===== src/rtl/s2p_lane_ctrl.sv =====
// s2p_lane_ctrl: sequencing and framing controller for the 4-lane serial-to-parallel
// front end. Drives the shared shift-register controls, hunts for word alignment on
// lane 0, confirms it over several frames, then tracks it. It issues a one-cycle
// capture enable on each word boundary while locked.
//
// Ports:
//   CLK       shift-register bit clock
//   reset     asynchronous active-low reset
//   start     level; leaves IDLE and begins hunting
//   stop      level; forces IDLE from any state (highest priority)
//   cfg_we    config write strobe, honoured in IDLE only
//   cfg_modo  shift-register mode to latch
//   cfg_dir   shift direction to latch
//   P0        lane 0 shift-register parallel output
//   ENB       shift-register / capture enable
//   MODO      registered shift-register mode
//   DIR       registered shift direction
//   CAPT      capture-enable pulse, once per word while locked
//   lock      high while locked
//   sync_err  one-cycle pulse per sync miss while locked
//   word_idx  current word index within the frame
module s2p_lane_ctrl #(
  parameter int unsigned      WIDTH    = 8,
  parameter logic [WIDTH-1:0] SYNC     = 8'hBC,
  parameter int unsigned      FRAME    = 16,
  parameter int unsigned      LOCK_CNT = 3,
  parameter int unsigned      LOSS_CNT = 4
) (
  input  logic                     CLK,
  input  logic                     reset,
  input  logic                     start,
  input  logic                     stop,
  input  logic                     cfg_we,
  input  logic [1:0]               cfg_modo,
  input  logic                     cfg_dir,
  input  logic [WIDTH-1:0]         P0,
  output logic                     ENB,
  output logic [1:0]               MODO,
  output logic                     DIR,
  output logic                     CAPT,
  output logic                     lock,
  output logic                     sync_err,
  output logic [$clog2(FRAME)-1:0] word_idx
);

  localparam int unsigned BcW   = (WIDTH > 1) ? $clog2(WIDTH) : 1;
  localparam int unsigned WiW   = $clog2(FRAME);
  localparam int unsigned HitW  = $clog2(LOCK_CNT + 1);
  localparam int unsigned MissW = $clog2(LOSS_CNT + 1);

  localparam logic [BcW-1:0]   BitLast  = BcW'(WIDTH - 1);
  localparam logic [WiW-1:0]   WordLast = WiW'(FRAME - 1);
  localparam logic [HitW-1:0]  HitLast  = HitW'(LOCK_CNT - 1);
  localparam logic [MissW-1:0] MissLast = MissW'(LOSS_CNT - 1);

  typedef enum logic [1:0] {StIdle, StHunt, StConfirm, StLocked} state_e;

  state_e           state_q, state_d;
  logic [BcW-1:0]   bit_cnt_q, bit_cnt_d;
  logic [WiW-1:0]   word_idx_q, word_idx_d;
  logic [HitW-1:0]  hit_q, hit_d;
  logic [MissW-1:0] miss_q, miss_d;
  logic [1:0]       modo_q, modo_d;
  logic             dir_q, dir_d;
  logic             sync_err_d;
  logic             enb_q, capt_q, lock_q, sync_err_q;

  logic             boundary;
  logic             sync_hit;
  logic             frame_start;
  logic [BcW-1:0]   bit_next;
  logic [WiW-1:0]   word_next;

  assign boundary    = (bit_cnt_q == BitLast);
  assign sync_hit    = (P0 == SYNC);
  assign frame_start = boundary && (word_idx_q == '0);
  assign bit_next    = boundary ? '0 : bit_cnt_q + BcW'(1);
  assign word_next   = (word_idx_q == WordLast) ? '0 : word_idx_q + WiW'(1);

  always_comb begin
    state_d    = state_q;
    bit_cnt_d  = bit_cnt_q;
    word_idx_d = word_idx_q;
    hit_d      = hit_q;
    miss_d     = miss_q;
    modo_d     = modo_q;
    dir_d      = dir_q;
    sync_err_d = 1'b0;

    unique case (state_q)
      StIdle: begin
        if (cfg_we) begin
          modo_d = cfg_modo;
          dir_d  = cfg_dir;
        end
        if (start) begin
          state_d = StHunt;
        end
      end

      StHunt: begin
        // P0 just completed the sync word; the next bit starts word 1.
        if (sync_hit) begin
          state_d    = (LOCK_CNT <= 1) ? StLocked : StConfirm;
          bit_cnt_d  = '0;
          word_idx_d = WiW'(1);
          hit_d      = HitW'(1);
        end
      end

      StConfirm: begin
        bit_cnt_d = bit_next;
        if (boundary) begin
          word_idx_d = word_next;
        end
        if (frame_start) begin
          if (sync_hit) begin
            if (hit_q >= HitLast) begin
              state_d = StLocked;
              hit_d   = HitW'(LOCK_CNT);
            end else begin
              hit_d = hit_q + HitW'(1);
            end
          end else begin
            state_d    = StHunt;
            bit_cnt_d  = '0;
            word_idx_d = '0;
            hit_d      = '0;
          end
        end
      end

      StLocked: begin
        bit_cnt_d = bit_next;
        if (boundary) begin
          word_idx_d = word_next;
        end
        if (frame_start) begin
          if (sync_hit) begin
            miss_d = '0;
          end else begin
            sync_err_d = 1'b1;
            if (miss_q >= MissLast) begin
              state_d    = StHunt;
              bit_cnt_d  = '0;
              word_idx_d = '0;
              hit_d      = '0;
              miss_d     = '0;
            end else begin
              miss_d = miss_q + MissW'(1);
            end
          end
        end
      end
    endcase

    // stop overrides every transition; config latching in IDLE is unaffected.
    if (stop) begin
      state_d    = StIdle;
      bit_cnt_d  = '0;
      word_idx_d = '0;
      hit_d      = '0;
      miss_d     = '0;
      sync_err_d = 1'b0;
    end
  end

  always_ff @(posedge CLK or negedge reset) begin
    if (!reset) begin
      state_q    <= StIdle;
      bit_cnt_q  <= '0;
      word_idx_q <= '0;
      hit_q      <= '0;
      miss_q     <= '0;
      modo_q     <= 2'b00;
      dir_q      <= 1'b0;
      enb_q      <= 1'b0;
      capt_q     <= 1'b0;
      lock_q     <= 1'b0;
      sync_err_q <= 1'b0;
    end else begin
      state_q    <= state_d;
      bit_cnt_q  <= bit_cnt_d;
      word_idx_q <= word_idx_d;
      hit_q      <= hit_d;
      miss_q     <= miss_d;
      modo_q     <= modo_d;
      dir_q      <= dir_d;
      // Outputs are registered from the next state so they match a state decode.
      enb_q      <= (state_d != StIdle);
      lock_q     <= (state_d == StLocked);
      capt_q     <= (state_d == StLocked) && (bit_cnt_d == BitLast);
      sync_err_q <= sync_err_d;
    end
  end

  assign ENB      = enb_q;
  assign MODO     = modo_q;
  assign DIR      = dir_q;
  assign CAPT     = capt_q;
  assign lock     = lock_q;
  assign sync_err = sync_err_q;
  assign word_idx = word_idx_q;

endmodule


===== config.mk =====
export PLATFORM = sky130hd
export DESIGN_NAME = s2p_lane_ctrl
export DESIGN_NICKNAME = d
export VERILOG_FILES = /design/src/rtl/s2p_lane_ctrl.sv
export SDC_FILE = /design/constraint.sdc
export NUM_CORES = 1
export LEC_CHECK = 0
export ABC_AREA = 1
export CELL_PAD_IN_SITES_DETAIL_PLACEMENT = 1
export CELL_PAD_IN_SITES_GLOBAL_PLACEMENT = 2
export CORE_UTILIZATION = 28
export CTS_BUF_LIST = sky130_fd_sc_hd__clkbuf_4
export DETAILED_ROUTE_END_ITERATION = 10
export PLACE_DENSITY = 0.75
export SYNTH_ARGS = -nofsm -noshare
export SYNTH_HDL_FRONTEND = slang
export SYNTH_SLANG_ARGS = --single-unit

===== constraint.sdc =====
create_clock -name CLK -period 1.5 [get_ports CLK]
set_input_delay 0.3 -clock CLK [delete_from_list [all_inputs] [get_ports CLK]]
set_output_delay 0.3 -clock CLK [all_outputs]
set_load 0.005 [all_outputs]

==> results summary <==
The run finished, with violations left. The checks that failed: setup timing. After floorplanning, the core was divided into 24 placement rows. The number of violations reported at the end of detailed-routing iteration 0 came out at 34. Once detailed placement completed, the half-perimeter wirelength came to around 3000 µm. The kind of start point of the critical path is a flop. CTS placed an instance of sky130_fd_sc_hd__clkbuf_4 at the clock tree root. The path type of the worst min-delay path is in2async.

The synthesized instance count is 163. STA classifies the critical path endpoint as a flop. The layer with the highest usage is met2. Data arrives at the worst endpoint at 1.80 ns. The worst register-to-register path begins at bit_cnt_q[0]. The setup check on the worst reg-to-reg path leaves a slack of -0.08 ns.

The routability congestion estimate from global placement is between 0.8 and 0.9. The number of nets in the synthesized netlist is 185. After detailed routing, the number of vias per cell comes to 4.69. The share of the Yosys chip area taken by registers is 38.9%. The worst pin sits at a relative slew slack of 75.1%. The number of CTS-inserted buffers is 3. Port buffering added 26 buffers. In this design, the stage delay of the slowest critical-path cell is about 0.38 ns. The proportion of power drawn by flip-flops and latches is 55.3%.

The number of sinks driven by the clock tree came out at 21. The final critical delay including setup and external delays came out at 1.58 ns. Among the stages of the critical path, the cell type that occurs most often is sky130_fd_sc_hd__nand2_4. In the layout the commonest cells are sky130_fd_sc_hd__nand2_1, sky130_fd_sc_hd__buf_4, sky130_fd_sc_hd__dfrtp_1, sky130_fd_sc_hd__inv_1, sky130_fd_sc_hd__clkdlybuf4s50_1. The signal on the critical path passes through ha_2 > ha_4 > nand2_4 > inv_4 > nand2_8 > inv_4 > nand2_4 > nor2_4 > inv_2 > nand2_4 > nand2_4 > nand2_2 > nor2_2. Setup repair after global routing could not meet its margin everywhere. The number of endpoints failing setup at the final stage is 9.

The endpoint identified for the worst register-to-register timing path is word_idx[1]. The overall die area came out at roughly 5000 µm². The type of the worst setup path is reg2reg.

The met1 usage came out at 20.0%. The maximum clock rate is 632 MHz. The clock latency reported for the late side of the worst-skew pair is around 0.32 ns. In the global route stage, met3 resource usage came out at 3.52%. The proportion of total power due to net switching came out at between 20% and 30%. The wire length per cell after detailed routing came out at around 15 µm. Following the worst setup path forward leads to its endpoint at word_idx[1]. Across the VDD grid, the largest voltage drop is about 0.00047 V. At the pin with the least slew margin, the transition time is 0.374 ns. The final number of hold-violating endpoints is 0. The cell with the biggest individual delay on the critical path is sky130_fd_sc_hd__dfrtp_1. Max-cap violations in this run came to 0. The routed layout has 1,261 vias. The number of global-route vias before repair came out at 1,421.

The area overhead of the layout relative to synthesis is 48.6%. The largest buffer count on any clock path is 2. Leaving out fill and tap cells, the most frequent cell in the layout is sky130_fd_sc_hd__nand2_1. Once detail routing completed, the nets flagged for antenna violations numbered 0.

The number of warnings printed during yosys synthesis is 0. The internal portion of total power came out at 789 µW. The portion of total power attributed to the clock network is approximately 27%.

The first-pass iteration count of the detailed router came out at 4. The CTS tree is built. Global routing used 32.5% of the available met2 tracks. The total global routing overflow is 0.

The fraction of final layout cells with drive strength greater than 1 came out at 42.4%. The count of different cell masters after synthesis is 30. The post-synthesis register bit count came out at 21. The global-route wire length before repair is 6710 µm. The floorplan step defined a core boundary enclosing 4500 µm². The worst-case setup margin in the final layout is -0.0810 ns. The summed negative setup slack over all endpoints is -0.397 ns. For this run, the post-layout net count is 240. For this design the static power due to leakage is 1.01 nW. The worst setup skew after layout is 0.00369 ns. The cell area after technology mapping came out at ~1400 µm². The initial antenna violation count is 0. Dividing total power by cell area gives a power density of 544 nW/µm².

At the end of the flow the core is filled with cells to about 45%. The die height came out at 71.4 µm. The H-tree depth is 1.

After detailed routing, the total wire length is 4090 µm. The top fanout value on the critical path is 5. The boundary pin count is 27. The combinational fraction of design power came out at roughly 17%. The net switching power came out at roughly 300 µW. The required time of the worst setup path came out at approximately 1.7 ns.

The number of antenna repair diodes came out at 0. For this configuration, the core starts out at a cell density of 30.0%. The count of unresolved DRC violations after routing is 0.

The number of pins exceeding their max-slew limit in the final report came out at 0. Global routing used 17.2% of the available tracks. The cell depth of the worst flop-to-flop path came out at 13. In the finished design, the share of the clock period the worst path needs comes to 105%.

The critical path startpoint is bit_cnt_q[0]. The average size of a mapped cell is around 8.3 µm². After clock tree synthesis, the clock-pin slew on the worst setup and hold paths is 0.13 ns. Buffers inserted to repair hold after CTS numbered 0. The maximum number of pins on one net before global-route repair came out at 22.

The width of the die is between 70 and 80 µm.
[sequential cells by signal, indices dropped and copies added, names as in the netlist]
| signal | cells |
|---|---|
| miss_q | 3 |
| MODO | 2 |
| CAPT | 1 |
| word_idx | 4 |
| hit_q | 2 |
| state_q | 2 |
| sync_err | 1 |
| DIR | 1 |
| lock | 1 |
| bit_cnt_q | 3 |
| ENB | 1 |
[logic make-up (layout without fill, tap and decap cells)]
kind of cell	count (synthesis)	after routing	synth area share, %
AO/OA/AOI/OAI	17	17	7.78
flip-flops	21	21	38.9
adder cells (fa/ha/maj)	6	6	5.56
AND/OR/NAND/NOR	89	89	36.1
multiplexers	3	3	2.50
buffers and inverters	26	80	8.43
XOR/XNOR	1	1	0.649
[metrics by stage]
stage	power (mW)	hold slack [ns]	instances	worst slack [ns]	instance area, µm²
3_5_place_dp	0.808	0.498	257	-0.226	1810
5_1_grt	1.16	0.308	269	-0.185	2010
6_report	1.09	0.306	269	-0.0810	2010
3_3_place_gp	0.803	0.490	257	-0.173	1810
2_1_floorplan	0.684	0.00441	163	-0.0191	1370
4_1_cts	1.10	0.303	268	-0.0928	1910
[synth_stat cells (all sizes together)]
| library cell | n | share of area (%) |
|---|---|---|
| nor2 | 22 | 9.6 |
| inv | 24 | 7.0 |
| xor2 | 1 | 0.65 |
| nand3 | 12 | 4.8 |
| nand3b | 1 | 0.56 |
| and3 | 1 | 0.46 |
| and2 | 1 | 0.65 |
| o21ai | 7 | 3.4 |
| o2111ai | 1 | 0.65 |
| buf | 2 | 1.4 |
| nor3 | 3 | 1.9 |
| dfrtp | 21 | 39 |
| ha | 6 | 5.6 |
| o22ai | 1 | 0.46 |
| nand4 | 1 | 0.46 |
| a21oi | 8 | 3.2 |
| nand2 | 48 | 18 |
| mux2 | 3 | 2.5 |
[per-layer routing]
metal	vias to the layer above	wire, µm
met5	-	0
met4	0	15
met3	2	104
met2	21	2240
met1	617	1720
li1	621	-
[worst min-delay path by stage]
stage	endpoint	cells after the start
after floorplan	CAPT	0
after global placement	miss_q[2]	2
after detailed placement	DIR	1
after CTS	MODO[0]	2
after global routing	MODO[1]	2
final	MODO[0]	2
[worst max-delay path: cells and delay by family, from the launching register on]
family | cells | cell delay, ns
and+or+nand+nor | 8 | 0.53
DFF | 1 | 0.38
adders and majority gates | 2 | 0.36
buffers and inverters | 3 | 0.19
[repair_timing]
item                                    4_1_cts  5_1_grt
gates cloned                                  0        0
setup buffers                                 7        2
endpoints found under the hold margin         0        0
endpoints found under the setup margin       17       16
gates resized for setup                      21       20
pin swaps                                    10       11
[layout make-up]
| cell class | instances | area (µm²) |
|---|---|---|
| Tap cell | 52 | 65.1 |
| Clock inverter | 1 | 7.51 |
| Clock buffer | 3 | 22.5 |
| Fill cell | 544 | 2500 |
| Inverter | 24 | 95.1 |
| Sequential cell | 21 | 528 |
| Multi-Input combinational cell | 116 | 823 |
| Timing Repair Buffer | 52 | 464 |
[power groups by stage]
stage | Combinational (mW) | Clock [mW] | Sequential (mW)
2_1_floorplan | 0.0711 | 0 | 0.613
3_3_place_gp | 0.190 | 0 | 0.613
3_5_place_dp | 0.194 | 0 | 0.614
4_1_cts | 0.189 | 0.311 | 0.603
5_1_grt | 0.213 | 0.337 | 0.606
6_report | 0.190 | 0.299 | 0.603
Note: power is estimated with default switching activity, not from simulation.
